==> config.mk <==
export PLATFORM = sky130hd
export DESIGN_NAME = mm_to_axi_lite_flat
export DESIGN_NICKNAME = d
export VERILOG_FILES = /design/src/rtl/mm_to_axi_lite_if.sv /design/src/rtl/mm_to_axi_lite.sv /design/src/flat_wrapper.sv
export SDC_FILE = /design/constraint.sdc
export NUM_CORES = 1
export LEC_CHECK = 0
export CAP_MARGIN = 20
export CORE_ASPECT_RATIO = 0.5
export CORE_MARGIN = 4
export CORE_UTILIZATION = 40
export CTS_BUF_LIST = sky130_fd_sc_hd__clkbuf_4
export CTS_CLUSTER_DIAMETER = 50
export DETAILED_ROUTE_END_ITERATION = 12
export MAX_ROUTING_LAYER = met4
export PLACE_DENSITY = 0.81
export SYNTH_ARGS = -nofsm -noshare
export SYNTH_HDL_FRONTEND = slang
export SYNTH_SLANG_ARGS = --single-unit
export TNS_END_PERCENT = 100
==> constraint.sdc <==
create_clock -name m_axi_aclk -period 2.1 [get_ports m_axi_aclk]
set_input_delay 0.315 -clock m_axi_aclk [delete_from_list [all_inputs] [get_ports m_axi_aclk]]
set_output_delay 0.315 -clock m_axi_aclk [all_outputs]
set_load 0.03 [all_outputs]
==> src/rtl/mm_to_axi_lite_if.sv <==
// ---------------------------------------------------------------------------
// mm_to_axi_lite_if
//   AXI4-Lite bus bundle between the mm_to_axi_lite bridge (master modport)
//   and an AXI4-Lite register space (slave modport).
//
//   Parameters : ADDR_BITS - address width
//                DATA_BITS - data width (32 or 64); strobe width is DATA_BITS/8
//   Channels   : AW (awaddr/awprot/awvalid/awready)
//                W  (wdata/wstrb/wvalid/wready)
//                B  (bresp/bvalid/bready)
//                AR (araddr/arprot/arvalid/arready)
//                R  (rdata/rresp/rvalid/rready)
// ---------------------------------------------------------------------------
interface mm_to_axi_lite_if #(
  parameter int ADDR_BITS = 32,
  parameter int DATA_BITS = 32
);
  localparam int DATA_BYTES = DATA_BITS / 8;

  logic [ADDR_BITS-1:0]  awaddr;
  logic [2:0]            awprot;
  logic                  awvalid;
  logic                  awready;

  logic [DATA_BITS-1:0]  wdata;
  logic [DATA_BYTES-1:0] wstrb;
  logic                  wvalid;
  logic                  wready;

  logic [1:0]            bresp;
  logic                  bvalid;
  logic                  bready;

  logic [ADDR_BITS-1:0]  araddr;
  logic [2:0]            arprot;
  logic                  arvalid;
  logic                  arready;

  logic [DATA_BITS-1:0]  rdata;
  logic [1:0]            rresp;
  logic                  rvalid;
  logic                  rready;

  modport master (
    output awaddr, awprot, awvalid, input awready,
    output wdata, wstrb, wvalid,    input wready,
    input  bresp, bvalid,           output bready,
    output araddr, arprot, arvalid, input arready,
    input  rdata, rresp, rvalid,    output rready
  );

  modport slave (
    input  awaddr, awprot, awvalid, output awready,
    input  wdata, wstrb, wvalid,    output wready,
    output bresp, bvalid,           input bready,
    input  araddr, arprot, arvalid, output arready,
    output rdata, rresp, rvalid,    input rready
  );
endinterface

==> src/rtl/mm_to_axi_lite.sv <==
// ---------------------------------------------------------------------------
// mm_to_axi_lite
//   AXI4-Lite master bridge. Converts the local wr_*/rd_* request/ready
//   handshake into single-beat AXI4-Lite write and read transactions. The
//   write and read paths are fully independent; each holds at most one
//   transaction in flight.
//
//   Ports:
//     m_axi_aclk, m_axi_aresetn   clock, async active-low reset
//     wr_addr/wr_din/wr_be/wr_en  local write request (held until wr_ready)
//     wr_ready, wr_resp           one-cycle completion pulse + BRESP
//     rd_addr/rd_en               local read request (held until rd_ready)
//     rd_dout, rd_ready, rd_resp  read data, completion pulse, RRESP
//     m_axi                       AXI4-Lite master bundle (mm_to_axi_lite_if)
//
//   Build option:
//     MM_TO_AXI_LITE_TIMEOUT_EN   adds a per-path response watchdog of
//                                 TIMEOUT_CYCLES. On expiry the path reports
//                                 resp=2'b10, then drains the late response
//                                 before accepting a new request.
// ---------------------------------------------------------------------------
module mm_to_axi_lite #(
  parameter int ADDR_BITS      = 32,
  parameter int DATA_BITS      = 32,
  parameter int DATA_BYTES     = DATA_BITS / 8,
  parameter int TIMEOUT_CYCLES = 1024
) (
  input  logic                  m_axi_aclk,
  input  logic                  m_axi_aresetn,

  input  logic [ADDR_BITS-1:0]  wr_addr,
  input  logic [DATA_BITS-1:0]  wr_din,
  input  logic [DATA_BYTES-1:0] wr_be,
  input  logic                  wr_en,
  output logic                  wr_ready,
  output logic [1:0]            wr_resp,

  input  logic [ADDR_BITS-1:0]  rd_addr,
  input  logic                  rd_en,
  output logic [DATA_BITS-1:0]  rd_dout,
  output logic                  rd_ready,
  output logic [1:0]            rd_resp,

  mm_to_axi_lite_if.master      m_axi
);

  // Elaboration-time parameter sanity.
  if (DATA_BITS != 32 && DATA_BITS != 64) begin : g_chk_data_bits
    $error("mm_to_axi_lite: DATA_BITS must be 32 or 64");
  end
  if (DATA_BYTES != DATA_BITS / 8) begin : g_chk_data_bytes
    $error("mm_to_axi_lite: DATA_BYTES must equal DATA_BITS/8");
  end
  if (TIMEOUT_CYCLES < 2) begin : g_chk_timeout
    $error("mm_to_axi_lite: TIMEOUT_CYCLES must be at least 2");
  end

`ifdef MM_TO_AXI_LITE_TIMEOUT_EN
  typedef enum logic [2:0] {W_IDLE, W_REQ, W_RESP, W_DONE, W_DRAIN} w_state_t;
  typedef enum logic [2:0] {R_IDLE, R_ADDR, R_DATA, R_DONE, R_DRAIN} r_state_t;
  // Wide enough to hold TIMEOUT_CYCLES itself so the count never wraps.
  localparam int TO_W = $clog2(TIMEOUT_CYCLES + 1);
`else
  typedef enum logic [1:0] {W_IDLE, W_REQ, W_RESP, W_DONE} w_state_t;
  typedef enum logic [1:0] {R_IDLE, R_ADDR, R_DATA, R_DONE} r_state_t;
`endif

  // ------------------------------------------------------------------ write
  w_state_t              w_state, w_next;
  logic                  aw_pend, w_pend;
  logic [ADDR_BITS-1:0]  awaddr_q;
  logic [DATA_BITS-1:0]  wdata_q;
  logic [DATA_BYTES-1:0] wstrb_q;
  logic [1:0]            wr_resp_q;
  logic                  bready_c;
  logic                  aw_hs, w_hs;

  assign aw_hs = aw_pend & m_axi.awready;
  assign w_hs  = w_pend  & m_axi.wready;

`ifdef MM_TO_AXI_LITE_TIMEOUT_EN
  logic [TO_W-1:0] w_cnt;
  logic            w_to, w_timeout, w_expire;
  assign w_expire = (w_cnt >= TO_W'(TIMEOUT_CYCLES - 1));
`endif

  always_ff @(posedge m_axi_aclk or negedge m_axi_aresetn) begin
    if (!m_axi_aresetn) w_state <= W_IDLE;
    else                w_state <= w_next;
  end

  always_comb begin
    w_next   = w_state;
    bready_c = 1'b0;
`ifdef MM_TO_AXI_LITE_TIMEOUT_EN
    w_timeout = 1'b0;
`endif
    case (w_state)
      W_IDLE: if (wr_en) w_next = W_REQ;
      W_REQ: begin
        // AW and W retire independently; move on once both have.
        if ((!aw_pend || aw_hs) && (!w_pend || w_hs)) w_next = W_RESP;
`ifdef MM_TO_AXI_LITE_TIMEOUT_EN
        if (w_expire) begin
          w_next    = W_DONE;
          w_timeout = 1'b1;
        end
`endif
      end
      W_RESP: begin
        bready_c = 1'b1;
        if (m_axi.bvalid) w_next = W_DONE;
`ifdef MM_TO_AXI_LITE_TIMEOUT_EN
        else if (w_expire) begin
          w_next    = W_DONE;
          w_timeout = 1'b1;
        end
`endif
      end
`ifdef MM_TO_AXI_LITE_TIMEOUT_EN
      W_DONE: w_next = w_to ? W_DRAIN : W_IDLE;
      W_DRAIN: begin
        // Swallow the late response once AW/W have finally retired.
        bready_c = 1'b1;
        if (!aw_pend && !w_pend && m_axi.bvalid) w_next = W_IDLE;
      end
`else
      W_DONE: w_next = W_IDLE;
`endif
      default: w_next = W_IDLE;
    endcase
  end

  always_ff @(posedge m_axi_aclk or negedge m_axi_aresetn) begin
    if (!m_axi_aresetn) begin
      aw_pend   <= 1'b0;
      w_pend    <= 1'b0;
      awaddr_q  <= '0;
      wdata_q   <= '0;
      wstrb_q   <= '0;
      wr_resp_q <= 2'b00;
`ifdef MM_TO_AXI_LITE_TIMEOUT_EN
      w_cnt     <= '0;
      w_to      <= 1'b0;
`endif
    end else begin
      if (w_state == W_IDLE && wr_en) begin
        awaddr_q <= wr_addr;
        wdata_q  <= wr_din;
        wstrb_q  <= wr_be;
        aw_pend  <= 1'b1;
        w_pend   <= 1'b1;
      end else begin
        if (aw_hs) aw_pend <= 1'b0;
        if (w_hs)  w_pend  <= 1'b0;
      end
      if (w_state == W_RESP && m_axi.bvalid) wr_resp_q <= m_axi.bresp;
`ifdef MM_TO_AXI_LITE_TIMEOUT_EN
      if (w_timeout) begin
        wr_resp_q <= 2'b10;
        w_to      <= 1'b1;
      end
      if (w_state == W_IDLE) begin
        w_cnt <= '0;
        w_to  <= 1'b0;
      end else if (w_state == W_REQ || w_state == W_RESP) begin
        w_cnt <= w_cnt + 1'b1;
      end
`endif
    end
  end

  assign wr_ready      = (w_state == W_DONE);
  assign wr_resp       = wr_resp_q;
  assign m_axi.awaddr  = awaddr_q;
  assign m_axi.awprot  = 3'b000;
  assign m_axi.awvalid = aw_pend;
  assign m_axi.wdata   = wdata_q;
  assign m_axi.wstrb   = wstrb_q;
  assign m_axi.wvalid  = w_pend;
  assign m_axi.bready  = bready_c;

  // ------------------------------------------------------------------- read
  r_state_t             r_state, r_next;
  logic                 ar_pend;
  logic [ADDR_BITS-1:0] araddr_q;
  logic [DATA_BITS-1:0] rd_dout_q;
  logic [1:0]           rd_resp_q;
  logic                 rready_c;
  logic                 ar_hs;

  assign ar_hs = ar_pend & m_axi.arready;

`ifdef MM_TO_AXI_LITE_TIMEOUT_EN
  logic [TO_W-1:0] r_cnt;
  logic            r_to, r_timeout, r_expire;
  assign r_expire = (r_cnt >= TO_W'(TIMEOUT_CYCLES - 1));
`endif

  always_ff @(posedge m_axi_aclk or negedge m_axi_aresetn) begin
    if (!m_axi_aresetn) r_state <= R_IDLE;
    else                r_state <= r_next;
  end

  always_comb begin
    r_next   = r_state;
    rready_c = 1'b0;
`ifdef MM_TO_AXI_LITE_TIMEOUT_EN
    r_timeout = 1'b0;
`endif
    case (r_state)
      R_IDLE: if (rd_en) r_next = R_ADDR;
      R_ADDR: begin
        if (ar_hs) r_next = R_DATA;
`ifdef MM_TO_AXI_LITE_TIMEOUT_EN
        if (r_expire) begin
          r_next    = R_DONE;
          r_timeout = 1'b1;
        end
`endif
      end
      R_DATA: begin
        rready_c = 1'b1;
        if (m_axi.rvalid) r_next = R_DONE;
`ifdef MM_TO_AXI_LITE_TIMEOUT_EN
        else if (r_expire) begin
          r_next    = R_DONE;
          r_timeout = 1'b1;
        end
`endif
      end
`ifdef MM_TO_AXI_LITE_TIMEOUT_EN
      R_DONE: r_next = r_to ? R_DRAIN : R_IDLE;
      R_DRAIN: begin
        rready_c = 1'b1;
        if (!ar_pend && m_axi.rvalid) r_next = R_IDLE;
      end
`else
      R_DONE: r_next = R_IDLE;
`endif
      default: r_next = R_IDLE;
    endcase
  end

  always_ff @(posedge m_axi_aclk or negedge m_axi_aresetn) begin
    if (!m_axi_aresetn) begin
      ar_pend   <= 1'b0;
      araddr_q  <= '0;
      rd_dout_q <= '0;
      rd_resp_q <= 2'b00;
`ifdef MM_TO_AXI_LITE_TIMEOUT_EN
      r_cnt     <= '0;
      r_to      <= 1'b0;
`endif
    end else begin
      if (r_state == R_IDLE && rd_en) begin
        araddr_q <= rd_addr;
        ar_pend  <= 1'b1;
      end else if (ar_hs) begin
        ar_pend  <= 1'b0;
      end
      if (r_state == R_DATA && m_axi.rvalid) begin
        rd_dout_q <= m_axi.rdata;
        rd_resp_q <= m_axi.rresp;
      end
`ifdef MM_TO_AXI_LITE_TIMEOUT_EN
      // Timeout reports an error but leaves the previous read data alone.
      if (r_timeout) begin
        rd_resp_q <= 2'b10;
        r_to      <= 1'b1;
      end
      if (r_state == R_IDLE) begin
        r_cnt <= '0;
        r_to  <= 1'b0;
      end else if (r_state == R_ADDR || r_state == R_DATA) begin
        r_cnt <= r_cnt + 1'b1;
      end
`endif
    end
  end

  assign rd_ready      = (r_state == R_DONE);
  assign rd_dout       = rd_dout_q;
  assign rd_resp       = rd_resp_q;
  assign m_axi.araddr  = araddr_q;
  assign m_axi.arprot  = 3'b000;
  assign m_axi.arvalid = ar_pend;
  assign m_axi.rready  = rready_c;

endmodule

==> src/flat_wrapper.sv <==
// flat-port wrapper written by rule: the top's interface ports become plain ports
module mm_to_axi_lite_flat 
#(
  parameter int ADDR_BITS      = 32,
  parameter int DATA_BITS      = 32,
  parameter int DATA_BYTES     = DATA_BITS / 8,
  parameter int TIMEOUT_CYCLES = 1024
)
  (m_axi_aclk, m_axi_aresetn, wr_addr, wr_din, wr_be, wr_en, wr_ready, wr_resp, rd_addr, rd_en, rd_dout, rd_ready, rd_resp, m_axi_awaddr, m_axi_awprot, m_axi_awvalid, m_axi_awready, m_axi_wdata, m_axi_wstrb, m_axi_wvalid, m_axi_wready, m_axi_bresp, m_axi_bvalid, m_axi_bready, m_axi_araddr, m_axi_arprot, m_axi_arvalid, m_axi_arready, m_axi_rdata, m_axi_rresp, m_axi_rvalid, m_axi_rready);
  mm_to_axi_lite_if #(.ADDR_BITS(ADDR_BITS), .DATA_BITS(DATA_BITS)) m_axi_i ();
  input  logic m_axi_aclk;
  input  logic m_axi_aresetn;
  input  logic [ADDR_BITS-1:0] wr_addr;
  input  logic [DATA_BITS-1:0] wr_din;
  input  logic [DATA_BYTES-1:0] wr_be;
  input  logic wr_en;
  output logic wr_ready;
  output logic [1:0] wr_resp;
  input  logic [ADDR_BITS-1:0] rd_addr;
  input  logic rd_en;
  output logic [DATA_BITS-1:0] rd_dout;
  output logic rd_ready;
  output logic [1:0] rd_resp;
  output wire logic [$bits(m_axi_i.awaddr)-1:0] m_axi_awaddr;
  output wire logic [$bits(m_axi_i.awprot)-1:0] m_axi_awprot;
  output wire logic [$bits(m_axi_i.awvalid)-1:0] m_axi_awvalid;
  input wire logic [$bits(m_axi_i.awready)-1:0] m_axi_awready;
  output wire logic [$bits(m_axi_i.wdata)-1:0] m_axi_wdata;
  output wire logic [$bits(m_axi_i.wstrb)-1:0] m_axi_wstrb;
  output wire logic [$bits(m_axi_i.wvalid)-1:0] m_axi_wvalid;
  input wire logic [$bits(m_axi_i.wready)-1:0] m_axi_wready;
  input wire logic [$bits(m_axi_i.bresp)-1:0] m_axi_bresp;
  input wire logic [$bits(m_axi_i.bvalid)-1:0] m_axi_bvalid;
  output wire logic [$bits(m_axi_i.bready)-1:0] m_axi_bready;
  output wire logic [$bits(m_axi_i.araddr)-1:0] m_axi_araddr;
  output wire logic [$bits(m_axi_i.arprot)-1:0] m_axi_arprot;
  output wire logic [$bits(m_axi_i.arvalid)-1:0] m_axi_arvalid;
  input wire logic [$bits(m_axi_i.arready)-1:0] m_axi_arready;
  input wire logic [$bits(m_axi_i.rdata)-1:0] m_axi_rdata;
  input wire logic [$bits(m_axi_i.rresp)-1:0] m_axi_rresp;
  input wire logic [$bits(m_axi_i.rvalid)-1:0] m_axi_rvalid;
  output wire logic [$bits(m_axi_i.rready)-1:0] m_axi_rready;
  assign m_axi_awaddr = m_axi_i.awaddr;
  assign m_axi_awprot = m_axi_i.awprot;
  assign m_axi_awvalid = m_axi_i.awvalid;
  assign m_axi_i.awready = m_axi_awready;
  assign m_axi_wdata = m_axi_i.wdata;
  assign m_axi_wstrb = m_axi_i.wstrb;
  assign m_axi_wvalid = m_axi_i.wvalid;
  assign m_axi_i.wready = m_axi_wready;
  assign m_axi_i.bresp = m_axi_bresp;
  assign m_axi_i.bvalid = m_axi_bvalid;
  assign m_axi_bready = m_axi_i.bready;
  assign m_axi_araddr = m_axi_i.araddr;
  assign m_axi_arprot = m_axi_i.arprot;
  assign m_axi_arvalid = m_axi_i.arvalid;
  assign m_axi_i.arready = m_axi_arready;
  assign m_axi_i.rdata = m_axi_rdata;
  assign m_axi_i.rresp = m_axi_rresp;
  assign m_axi_i.rvalid = m_axi_rvalid;
  assign m_axi_rready = m_axi_i.rready;
  mm_to_axi_lite #(.ADDR_BITS(ADDR_BITS), .DATA_BITS(DATA_BITS), .DATA_BYTES(DATA_BYTES), .TIMEOUT_CYCLES(TIMEOUT_CYCLES)) u_core (.m_axi_aclk(m_axi_aclk), .m_axi_aresetn(m_axi_aresetn), .wr_addr(wr_addr), .wr_din(wr_din), .wr_be(wr_be), .wr_en(wr_en), .wr_ready(wr_ready), .wr_resp(wr_resp), .rd_addr(rd_addr), .rd_en(rd_en), .rd_dout(rd_dout), .rd_ready(rd_ready), .rd_resp(rd_resp), .m_axi(m_axi_i));
endmodule
* After elaboration in Yosys (flattened, before gate mapping)
Index checks and enable logic that the tools add are counted.
Widths: inputs -> output; s select.
** Storage, ports and cells
- Bits in registers :: 143
- Input bits :: 145
- Logic and storage cells :: 59
** Operators by class
- Eq/ne operators :: 12
- Mux-type cells :: 16
- Bitwise operators :: 3
- Reductions and logical operators :: 16
** Operators by type and width (number)
- $pmux 2 s4 :: 2
- $mux 2 :: 6
- $eq 2x2->1 const B :: 4
- $mux 1 :: 8
- $ne 2x2->1 const B :: 4
- $reduce_and 3->1 :: 2
- $reduce_bool 2->1 :: 3
- $logic_and 1x1->1 :: 5
- $eq 2x1->1 const B :: 2
- $logic_not 2->1 :: 2
- $ne 2x1->1 const B :: 2
- $and 1x1->1 :: 3
- $logic_not 1->1 :: 2
- $logic_or 1x1->1 :: 2

* Depth between registers and ports, before layout
- Word-level depth :: 5
- Mapped depth :: 6
- Depth with buffers taken out :: 5

* Worst setup path after synthesis
No wires, ideal clock.
- Path type :: register to register
- From :: register u_core.r_state[0]
- To :: register u_core.rd_dout_q[10] (netlist: u_core.rd_dout[10])
- Setup time :: 0.125 ns
- Data arrival time :: 1.567 ns
- Required time :: 1.975 ns
- Slack :: 0.408 ns
- Stages on the path, launching flop included :: 6
- Clock period less this slack :: 1.692 ns
- Cells stage by stage :: dfrtp_1 -> inv_1 -> ha_1 -> nand2_1 -> buf_2 -> mux2_2
** On the way
- Cells in the longest elaborated chain, start to end :: 2
** RTL lines
- start, declared :: line mm_to_axi_lite.sv:184 : r_state_t r_state, r_next;
- start signal, assigned :: line mm_to_axi_lite.sv:202 : else r_state <= r_next;
- $eq 2x2->1 :: line mm_to_axi_lite.sv:262 : if (r_state == R_DATA && m_axi.rvalid) begin
- $logic_and 1x1->1 :: line mm_to_axi_lite.sv:262
- end signal, assigned :: line mm_to_axi_lite.sv:263 : rd_dout_q <= m_axi.rdata;
- end, declared :: line mm_to_axi_lite.sv:187 : logic [DATA_BITS-1:0] rd_dout_q;
Every way passes these cells.
A chain may end at the register's enable or synchronous reset.

* Worst setup path after layout
- From :: register u_core.w_state[0]
- To :: output m_axi_bready
** On the way
- Cells in the longest elaborated chain, start to end :: 2
** RTL lines
- start, declared :: line mm_to_axi_lite.sv:69 : w_state_t w_state, w_next;
- start signal, assigned :: line mm_to_axi_lite.sv:89 : else w_state <= w_next;
- $eq 2x2->1 :: line mm_to_axi_lite.sv:98 : case (w_state)
- $mux 1 :: line mm_to_axi_lite.sv:98
- end, declared :: line flat_wrapper.sv:34 : output wire logic [$bits(m_axi_i.bready)-1:0] m_axi_bready;
Every way passes these cells.

==> summary.md <==
| Metric | Value |
|---|---|
| Layout Area Growth over Synthesis | `61.2%` |
| Startpoint Class | `flip-flop` |
| Syn_area_per_cell | `16.6 um^2` |
| Hold Fails Final Rpt | `0` |
| Ant. Diodes | `0` |
| Synthesized instance count | `338` |
| Total number of vias | `3842` |
| Max-Cap Viols | `0` |
| Critical path's slowest cell | `dlygate4sd2_1` |
| DRC violation total after the first TritonRoute iteration | `128` |
| Share of layout cells above drive strength 1 | `27.3%` |
| Unrepaired setup endpoints after global routing | `false` |
| DRT Pass-1 Iters | `4` |
| Worst path arrival time | `1.65 ns` |
| Total routed wirelength | `15000 um` |
| Leak | `3.92 nW` |
| WL per Instance | `17.7 um` |
| Clk Latency, worst-skew pair | `0.49 ns` |
| Period Utilization, post-route | `93.7%` |
| Nets | `795` |
| Cell area power density | `1710 nW/um^2` |
| Clock sinks | `143` |
| Synthesized flop and latch total | `143` |
| Post-synth cell types | `18` |
| Row count | `30` |
| Post-route DRC violation count | `0` |
| Vias in the first global route | `4282` |
| Core Region | `13600 um^2` |
| Crit path kind | `reg -> out` |
| Total chip power | `15.4 mW` |
| Die area | `16100 um^2` |
| Worst path max stage delay | `0.42 ns` |
| Placed insts | `812` |
| Chip Width | `175 um` |
| Via density | `4.55` |
| CP Cell Sequence | `inv_1 -> ha_1 -> dlygate4sd2_1` |
| Pre-CTS setup slack | `0.285 ns` |
| Setup crit end kind | `output pin` |
| Setup violators final | `0` |
| H-tree levels | `4` |
| Status | `completed` |
| Final Wtd Congestion | `0.817` |
| Routed Antenna Nets | `0` |
| WP data required | `1.78 ns` |
| Total CTS buffers | `17` |
| Clock Skews | `0.0164 ns` |
| Clock-pin slew on the worst setup and hold paths | `0.13 ns` |
| Final cell count without fillers | `844` |
| First-pass GRT wire length | `23400 um` |
| Post-route cell area | `9020 um^2` |
| Largest net degree at the start of global routing | `52` |
| Max IR drop VDD | `766 uV` |
| I/O pin total | `294` |
| Min Tclk post-route | `1.97 ns` |
| Sequential-to-total area share from yosys stat | `64.0%` |
| Post-route setup TNS | `0 ns` |
| Crit path max fanout | `4` |
| Total grt overflow | `0` |
| Placed instance area | `8720 um^2` |
| PortBufs | `287` |
| DP Wirelength | `11600 um` |
| Clock buffer depth | `2` |
| Postcts setup bufs | `0` |
| Hold crit path type | `in -> async` |
| CTS tree | `done` |
| Synth warnings | `0` |
| Chip Height | `91.6 um` |
| Final Slew Violations | `0` |
| Maximum clock frequency | `0.508 GHz` |
| Root Driver | `clkbuf_4` |
| Gr usage total | `19.3%` |
| Mapped Area | `5600 um^2` |
| Initial antenna violation count | `0` |
| Setup slack, reg-to-reg | `0.42 ns` |
| Initial Util | `41.1%` |
| Setup ws final | `0.132 ns` |
worst max-delay path, delay by kind of cell (launching register included):
family                   cells  cell delay, ns
adder cells (fa/ha/maj)      1            0.23
flip-flops                   1            0.41
buffers and inverters        2            0.54
metrics by stage:
stage	util [%]	hold slack (ns)
after floorplan	-	0.0194
after global placement	64.0	0.296
after detailed placement	64.0	0.295
after CTS	66.2	0.276
after global routing	66.2	0.325
final	66.2	0.321
cell type report:
cell class	count	area, um^2
Multi-Input combinational cell	172	1880
Tap cell	192	240
Fill cell	1038	4610
Inverter	9	33.8
Clock buffer	19	143
Clock inverter	12	145
Timing Repair Buffer	297	3000
Sequential cell	143	3580
registers in the layout (all words and copies together), names as in the netlist:
| register | flops |
|---|---|
| u_core.rd_resp | 2 |
| u_core.m_axi.awvalid | 1 |
| u_core.m_axi.awaddr | 32 |
| u_core.m_axi.arvalid | 1 |
| u_core.rd_dout | 32 |
| u_core.w_state | 2 |
| u_core.m_axi.araddr | 32 |
| u_core.m_axi.wdata | 32 |
| u_core.wr_resp | 2 |
| u_core.r_state | 2 |
| u_core.m_axi.wstrb | 4 |
| u_core.m_axi.wvalid | 1 |
repair_timing:
| action | 4_1_cts | 5_1_grt |
|---|---|---|
| setup endpoints to repair | 4 | 1 |
| hold endpoints to repair | 48 | 0 |
| hold buffers | 1 | 0 |
| gates resized for setup | 4 | 1 |
synthesized netlist by cell type:
cell type	count	area, um^2
o21ai_0	4	20.0
o221ai_1	1	8.76
buf_2	10	50.1
mux2_2	117	1320
mux2i_1	1	10.0
buf_6	3	33.8
conb_1	1	3.75
inv_1	9	33.8
nand2_1	6	22.5
dfrtp_1	143	3580
buf_4	6	45.0
a222oi_1	1	10.0
nor2b_1	2	12.5
mux2_4	20	300
o21ai_1	1	5.00
ha_1	10	125
a21o_1	2	15.0
nor2_1	1	3.75
per-layer routing:
layer  wire, um  part of all wire [%]  global-route usage, %  vias to the layer above
li1           -                     -                      -                     1761
met2       8400                    56                   35.4                       99
met5          0                     0                      -                        -
met1       5730                    38                   21.3                     1959
met3        565                   3.8                   3.62                       23
met4        271                   1.8                   6.27                        0
layout by cell type (no fill, tap or decap), drive strengths merged, types with 6 or more instances in the layout:
cell type / n
conb: 6
ha: 10
dfrtp: 143
clkbuf: 19
mux2: 137
buf: 10
clkdlybuf4s50: 282
nand2: 6
clkinv: 6
inv: 9
path summary, 6_finish.rpt:
check                              startpoint                       to  cells after the start
setup / recovery            u_core.w_state[0]             m_axi_bready                      3
hold / removal                  m_axi_aresetn  u_core.m_axi.awaddr[14]                      2
setup reg to reg            u_core.w_state[0]   u_core.m_axi.wdata[12]                      5
hold reg to reg            u_core.rd_dout[23]       u_core.rd_dout[23]                      1
max in group asynchronous       m_axi_aresetn   u_core.m_axi.awaddr[6]                      3
min in group m_axi_aclk           wr_addr[25]  u_core.m_axi.awaddr[25]                      2
cell families after synthesis:
| logic type | count (synthesis) | share of synthesized area, % |
|---|---|---|
| buffers and inverters | 28 | 2.91 |
| adder cells (fa/ha/maj) | 10 | 2.24 |
| AO/OA/AOI/OAI | 9 | 1.05 |
| AND/OR/NAND/NOR | 9 | 0.693 |
| other | 1 | 0.0670 |
| flip-flops | 143 | 64.0 |
| multiplexers | 138 | 29.1 |
power by group:
group	leakage (nW)	internal [mW]	switching [mW]	total [mW]
clock network	0.152	0.836	0.969	1.80
logic	2.07	4.15	4.57	8.72
registers	1.69	4.16	0.720	4.88
total	3.92	9.15	6.26	15.4
No activity file was read; power rests on OpenSTA's default activity.
